`src/rtl/grid_raster_gen.sv`:
```
// Procedural tic-tac-toe grid raster: running cell/offset counters plus a two-stage output pipe.
// Define GRID_BORDER_EN to also draw the outer border of the grid.
module grid_raster_gen #(
    parameter int unsigned CELL_PX = 80,
    parameter int unsigned LINE_PX = 1,
    parameter int unsigned GRID_N  = 3
) (
    input  logic                         clk,
    input  logic                         reset,
    input  logic                         frame_start_i,
    input  logic                         line_start_i,
    input  logic                         pix_valid_i,
    output logic                         pix_valid_o,
    output logic                         pix_bit_o,
    output logic                         in_grid_o,
    output logic [$clog2(GRID_N+1)-1:0]  cell_col_o,
    output logic [$clog2(GRID_N+1)-1:0]  cell_row_o,
    output logic [$clog2(CELL_PX)-1:0]   cell_u_o,
    output logic [$clog2(CELL_PX)-1:0]   cell_v_o
);
    localparam int unsigned CW = $clog2(GRID_N + 1);
    localparam int unsigned UW = $clog2(CELL_PX);
    localparam logic [UW-1:0] U_LAST = UW'(CELL_PX - 1);
    localparam logic [UW-1:0] U_EDGE = UW'(CELL_PX - LINE_PX);
    localparam logic [CW-1:0] C_SAT  = CW'(GRID_N);
    localparam logic [CW-1:0] C_LAST = CW'(GRID_N - 1);
`ifdef GRID_BORDER_EN
    localparam logic [UW-1:0] U_LINE = UW'(LINE_PX);
`endif

    logic [UW-1:0] u_q, u_d, v_q, v_d;
    logic [CW-1:0] col_q, col_d, row_q, row_d;
    logic          first_line_q, first_line_d;

    logic          s1_valid_q, s1_valid_d;
    logic [UW-1:0] s1_u_q, s1_u_d, s1_v_q, s1_v_d;
    logic [CW-1:0] s1_col_q, s1_col_d, s1_row_q, s1_row_d;

    logic          pix_valid_q, pix_valid_d, pix_bit_q, pix_bit_d, in_grid_q, in_grid_d;
    logic [CW-1:0] cell_col_q, cell_col_d, cell_row_q, cell_row_d;
    logic [UW-1:0] cell_u_q, cell_u_d, cell_v_q, cell_v_d;

    logic          in_grid, line_hit;

    // Start pulses resolve first; a pixel in the same cycle takes the post-start coordinates.
    always_comb begin
        u_d          = u_q;
        col_d        = col_q;
        v_d          = v_q;
        row_d        = row_q;
        first_line_d = first_line_q;
        if (frame_start_i) begin
            u_d          = '0;
            col_d        = '0;
            v_d          = '0;
            row_d        = '0;
            first_line_d = 1'b1;
        end else if (line_start_i) begin
            u_d   = '0;
            col_d = '0;
            if (first_line_q) begin
                first_line_d = 1'b0;
            end else if (v_q == U_LAST) begin
                v_d = '0;
                if (row_q != C_SAT) row_d = row_q + 1'b1;
            end else begin
                v_d = v_q + 1'b1;
            end
        end

        s1_valid_d = pix_valid_i;
        s1_u_d     = s1_u_q;
        s1_col_d   = s1_col_q;
        s1_v_d     = s1_v_q;
        s1_row_d   = s1_row_q;
        if (pix_valid_i) begin
            s1_u_d   = u_d;
            s1_col_d = col_d;
            s1_v_d   = v_d;
            s1_row_d = row_d;
            if (u_d == U_LAST) begin
                u_d = '0;
                if (col_d != C_SAT) col_d = col_d + 1'b1;
            end else begin
                u_d = u_d + 1'b1;
            end
        end
    end

    always_comb begin
        in_grid  = (s1_col_q < C_SAT) && (s1_row_q < C_SAT);
        line_hit = ((s1_u_q >= U_EDGE) && (s1_col_q < C_LAST)) ||
                   ((s1_v_q >= U_EDGE) && (s1_row_q < C_LAST));
`ifdef GRID_BORDER_EN
        line_hit = line_hit ||
                   ((s1_col_q == '0) && (s1_u_q < U_LINE)) ||
                   ((s1_row_q == '0) && (s1_v_q < U_LINE)) ||
                   ((s1_col_q == C_LAST) && (s1_u_q >= U_EDGE)) ||
                   ((s1_row_q == C_LAST) && (s1_v_q >= U_EDGE));
`endif
        pix_valid_d = s1_valid_q;
        pix_bit_d   = pix_bit_q;
        in_grid_d   = in_grid_q;
        cell_col_d  = cell_col_q;
        cell_row_d  = cell_row_q;
        cell_u_d    = cell_u_q;
        cell_v_d    = cell_v_q;
        if (s1_valid_q) begin
            pix_bit_d  = ~(in_grid && line_hit);
            in_grid_d  = in_grid;
            cell_col_d = s1_col_q;
            cell_row_d = s1_row_q;
            cell_u_d   = s1_u_q;
            cell_v_d   = s1_v_q;
        end
    end

    always_ff @(posedge clk or posedge reset) begin
        if (reset) begin
            u_q          <= '0;
            col_q        <= '0;
            v_q          <= '0;
            row_q        <= '0;
            first_line_q <= 1'b1;
            s1_valid_q   <= 1'b0;
            s1_u_q       <= '0;
            s1_col_q     <= '0;
            s1_v_q       <= '0;
            s1_row_q     <= '0;
            pix_valid_q  <= 1'b0;
            pix_bit_q    <= 1'b1;
            in_grid_q    <= 1'b0;
            cell_col_q   <= '0;
            cell_row_q   <= '0;
            cell_u_q     <= '0;
            cell_v_q     <= '0;
        end else begin
            u_q          <= u_d;
            col_q        <= col_d;
            v_q          <= v_d;
            row_q        <= row_d;
            first_line_q <= first_line_d;
            s1_valid_q   <= s1_valid_d;
            s1_u_q       <= s1_u_d;
            s1_col_q     <= s1_col_d;
            s1_v_q       <= s1_v_d;
            s1_row_q     <= s1_row_d;
            pix_valid_q  <= pix_valid_d;
            pix_bit_q    <= pix_bit_d;
            in_grid_q    <= in_grid_d;
            cell_col_q   <= cell_col_d;
            cell_row_q   <= cell_row_d;
            cell_u_q     <= cell_u_d;
            cell_v_q     <= cell_v_d;
        end
    end

    assign pix_valid_o = pix_valid_q;
    assign pix_bit_o   = pix_bit_q;
    assign in_grid_o   = in_grid_q;
    assign cell_col_o  = cell_col_q;
    assign cell_row_o  = cell_row_q;
    assign cell_u_o    = cell_u_q;
    assign cell_v_o    = cell_v_q;

endmodule

```
`config.mk`:
```
export PLATFORM = sky130hd
export DESIGN_NAME = grid_raster_gen
export DESIGN_NICKNAME = d
export VERILOG_FILES = /design/src/rtl/grid_raster_gen.sv
export SDC_FILE = /design/constraint.sdc
export NUM_CORES = 1
export LEC_CHECK = 0
export CAP_MARGIN = 20
export CORE_MARGIN = 5
export CORE_UTILIZATION = 56
export CTS_CLUSTER_SIZE = 14
export DETAILED_ROUTE_END_ITERATION = 8
export HOLD_SLACK_MARGIN = 0.12
export PLACE_DENSITY = 0.75
export SLEW_MARGIN = 5
export SYNTH_ARGS = -nofsm -noshare
export SYNTH_HDL_FRONTEND = slang
export SYNTH_SLANG_ARGS = --single-unit
```
`constraint.sdc`:
```
create_clock -name clk -period 2.5 [get_ports clk]
set_clock_uncertainty 0.2 [all_clocks]
set_input_delay 0.375 -clock clk [delete_from_list [all_inputs] [get_ports clk]]
set_output_delay 0.375 -clock clk [all_outputs]
set_load 0.02 [all_outputs]
```
==> flow_metrics.py <==
metrics = {
    "run_status": {
        "outcome": "finished, final reports clean",
    },
    "global_route": {
        "grt_max_degree": 29,
        "grt_pass1_wl_um": 8362,
        "gr-usage-all-layers": 0.1776,
        "antenna_found_initial": 0,
        "grt_pass1_vias": 1755,
        "gr-total-overflow": 0,
    },
    "floorplanning": {
        "coreArea_um2": 4354,
        "dieArea_um2": 5949,
        "die_height_um": 77.13,
        "io-pin-count": 26,
        "rows": 24,
        "die_width_um": 77.13,
        "start_util": 0.5796,
    },
    "synth": {
        "synth_cell_type_count": 39,
        "post_synth_inst_count": 214,
        "avgSynthCellArea_um2": 11.79,
        "async_flop_share": 1.000,
        "synth_top_area_share": 0.5652,
        "ys_ff_latch": 59,
        "post-synth-top-area-cell": "dfrtp_1",
        "ys_top_cells_by_area": "dfrtp_1 57%, mux2_2 12%, nand2_1 2.5%, inv_1 2.4%, dfstp_2 2.1%",
        "synth_top_flop_cell": "dfrtp_1",
        "ys_seq_area_frac": 0.5860,
        "synth_commonest_cells": "57 x dfrtp_1, 27 x mux2_2, 17 x nand2_1, 16 x inv_1, 12 x nor2_1",
        "syn_nets": 221,
        "yosysWarnings": 0,
        "synth_edf_count": 0,
        "syn-cell-area_um2": 2524,
        "post-synth-top-count-cell": "dfrtp_1",
    },
    "routing": {
        "routedWlPerCell_um": 14.97,
        "drc": 0,
        "vias_per_cell": 5.385,
        "wirelength_um": 4626,
        "first_iter_violations": 103,
        "route.vias.total": 1664,
        "antenna_left": 0,
        "firstDrtPassIters": 4,
    },
    "placed_design": {
        "gp_congestion": 0.8267,
        "place_inst": 293,
        "postPlaceCellArea_um2": 2884,
        "io_buffers": 25,
        "place_worst_setup_slack_ps": 169.6,
        "place_hpwl_um": 3359,
    },
    "setup_path": {
        "start_kind": "flop",
        "max_stage_delay_ps": 600,
        "critPathSlowestCell": "clkdlybuf4s50_1",
        "critical_path.cell_chain": "clkdlybuf4s50_1",
        "worstPathArrival_ps": 1450,
        "crit_path_end": "pix_bit_o",
        "cp.depth": 1,
        "crit_path_end_kind": "output port",
        "cp_top_family": "buffers and inverters",
        "rr_startpoint": "v_q[0]",
        "critPathLaunch": "pix_bit_o",
        "path_class": "flop to output port",
        "regToRegEndpoint": "s1_v_q[0]",
        "required_ps": 1920,
        "cp_max_fo": 2,
        "crit_buf_inv": 1,
        "reg2reg_slack_ps": 520,
        "reg2reg_depth": 5,
    },
    "timing": {
        "slew_headroom": 0.6902,
        "clock.fmax_mhz": 493.4,
        "fin_tns_setup_ps": 0,
        "setup_ws_ps": 473.1,
        "setup_violations": 0,
        "rsz0062_at_grt": "false",
        "tightestPinTransition_ps": 464.1,
        "period_needed_ps": 2027,
        "drv_slew": 0,
        "hold_viol_final": 0,
        "fin_crit_sh": 0.8108,
    },
    "clocking": {
        "hold_buffers": 0,
        "cts_tree": "built",
        "cts_resized": 0,
        "clkSlewWorstSetupHoldPaths_ps": 60,
        "cts_buffers": 9,
        "cts_buffer_depth": 2,
        "cts_sinks": 59,
        "clk_latency_ps": 330,
        "cts_max_level": 3,
        "post_cts_buffers": 0,
        "root_buffer": "clkbuf_8",
    },
    "layout": {
        "layout-drive-gt1-share": 0.2218,
        "final_cells": 309,
        "layout.nets": 259,
        "design_area_um2": 3073,
        "regArea_um2": 1479,
        "n_antenna_cell": 0,
        "syn2layout_area_growth_pct": 21.77,
        "nFillCells": 328,
        "multi_input_area_um2": 949.7,
    },
    "job": {
        "maxCapViolCount": 0,
    },
    "worst_hold_path": {
        "holdCritPathClass": "input pin to async pin",
    },
    "pwr": {
        "leakagePower_nw": 1.396,
        "p_per_area_nw_per_um2": 621.4,
        "peakVddDrop_mv": 0.4847,
    },
}
==> where the power goes <==
group	switching (mW)	internal (mW)	total (mW)	leakage, nW
sequential	0.0118	0.971	0.983	0.804
combinational	0.0586	0.0475	0.106	0.494
clock	0.335	0.485	0.820	0.0974
total	0.406	1.50	1.91	1.40
==> state kept, by name, indices dropped and copies added, names as in the netlist <==
| signal | flops |
|---|---|
| cell_col_o | 2 |
| cell_row_o | 2 |
| cell_u_o | 7 |
| cell_v_o | 7 |
| col_q | 2 |
| first_line_q | 1 |
| in_grid_o | 1 |
| pix_bit_o | 1 |
| pix_valid_d | 1 |
| pix_valid_o | 1 |
| row_q | 2 |
| s1_col_q | 2 |
| s1_row_q | 2 |
| s1_u_q | 7 |
| s1_v_q | 7 |
| u_q | 7 |
| v_q | 7 |
==> per-layer routing <==
metal  share of wire  up-vias  global-route usage
met2            0.51       28              0.2904
met3           0.041        8             0.06792
met4           0.014        0             0.04811
met1            0.44      801              0.2193
met5               0        -                   0
li1                -      827                   -
==> layout by cell type, fill, tap and decap left out, drive strengths merged, types with 6 or more instances in the layout <==
cell	netlist	routed
dfrtp	57	57
mux2	27	27
clkdlybuf4s50	0	25
nand2	17	17
inv	16	16
clkbuf	3	13
nor2	12	12
a21oi	10	10
o21ai	9	9
buf	4	9
nand3	6	6
==> through the flow <==
step / power [mW] / utilization / hold WS, ps
after floorplan: 1.064 / - / 206.4
after CTS: 1.936 / 0.7057 / 185.8
final: 1.910 / 0.7057 / 180.3
after detailed placement: 1.109 / 0.6624 / 294.5
after global placement: 1.107 / 0.6624 / 289.7
after global routing: 2.009 / 0.7057 / 210.2
==> logic make-up after synthesis <==
kind of cell / synth area share
and+or+nand+nor: 0.1463
DFF: 0.5860
AOI/OAI and AO/OA: 0.07041
muxes: 0.1324
buffers and inverters: 0.03768
xor gates and xnor gates: 0.01736
adders and majority gates: 0.009914
==> how the worst min path moves through the flow <==
stage                             end  cells past startpoint
after floorplan           pix_valid_d                      0
after global placement    cell_v_o[0]                      1
after detailed placement  cell_u_o[4]                      1
after CTS                 cell_v_o[1]                      2
after global routing      cell_v_o[1]                      2
final                     cell_v_o[1]                      2
==> layout make-up <==
cell class                      instances  share of cell area
Sequential cell                        59              0.4813
Multi-Input combinational cell        132              0.3090
Timing Repair Buffer                   34              0.1075
Clock buffer                           13             0.04845
Tap cell                               52             0.02117
Inverter                               16             0.01954
Clock inverter                          3             0.01303
No activity file was read; power rests on OpenSTA's default activity.
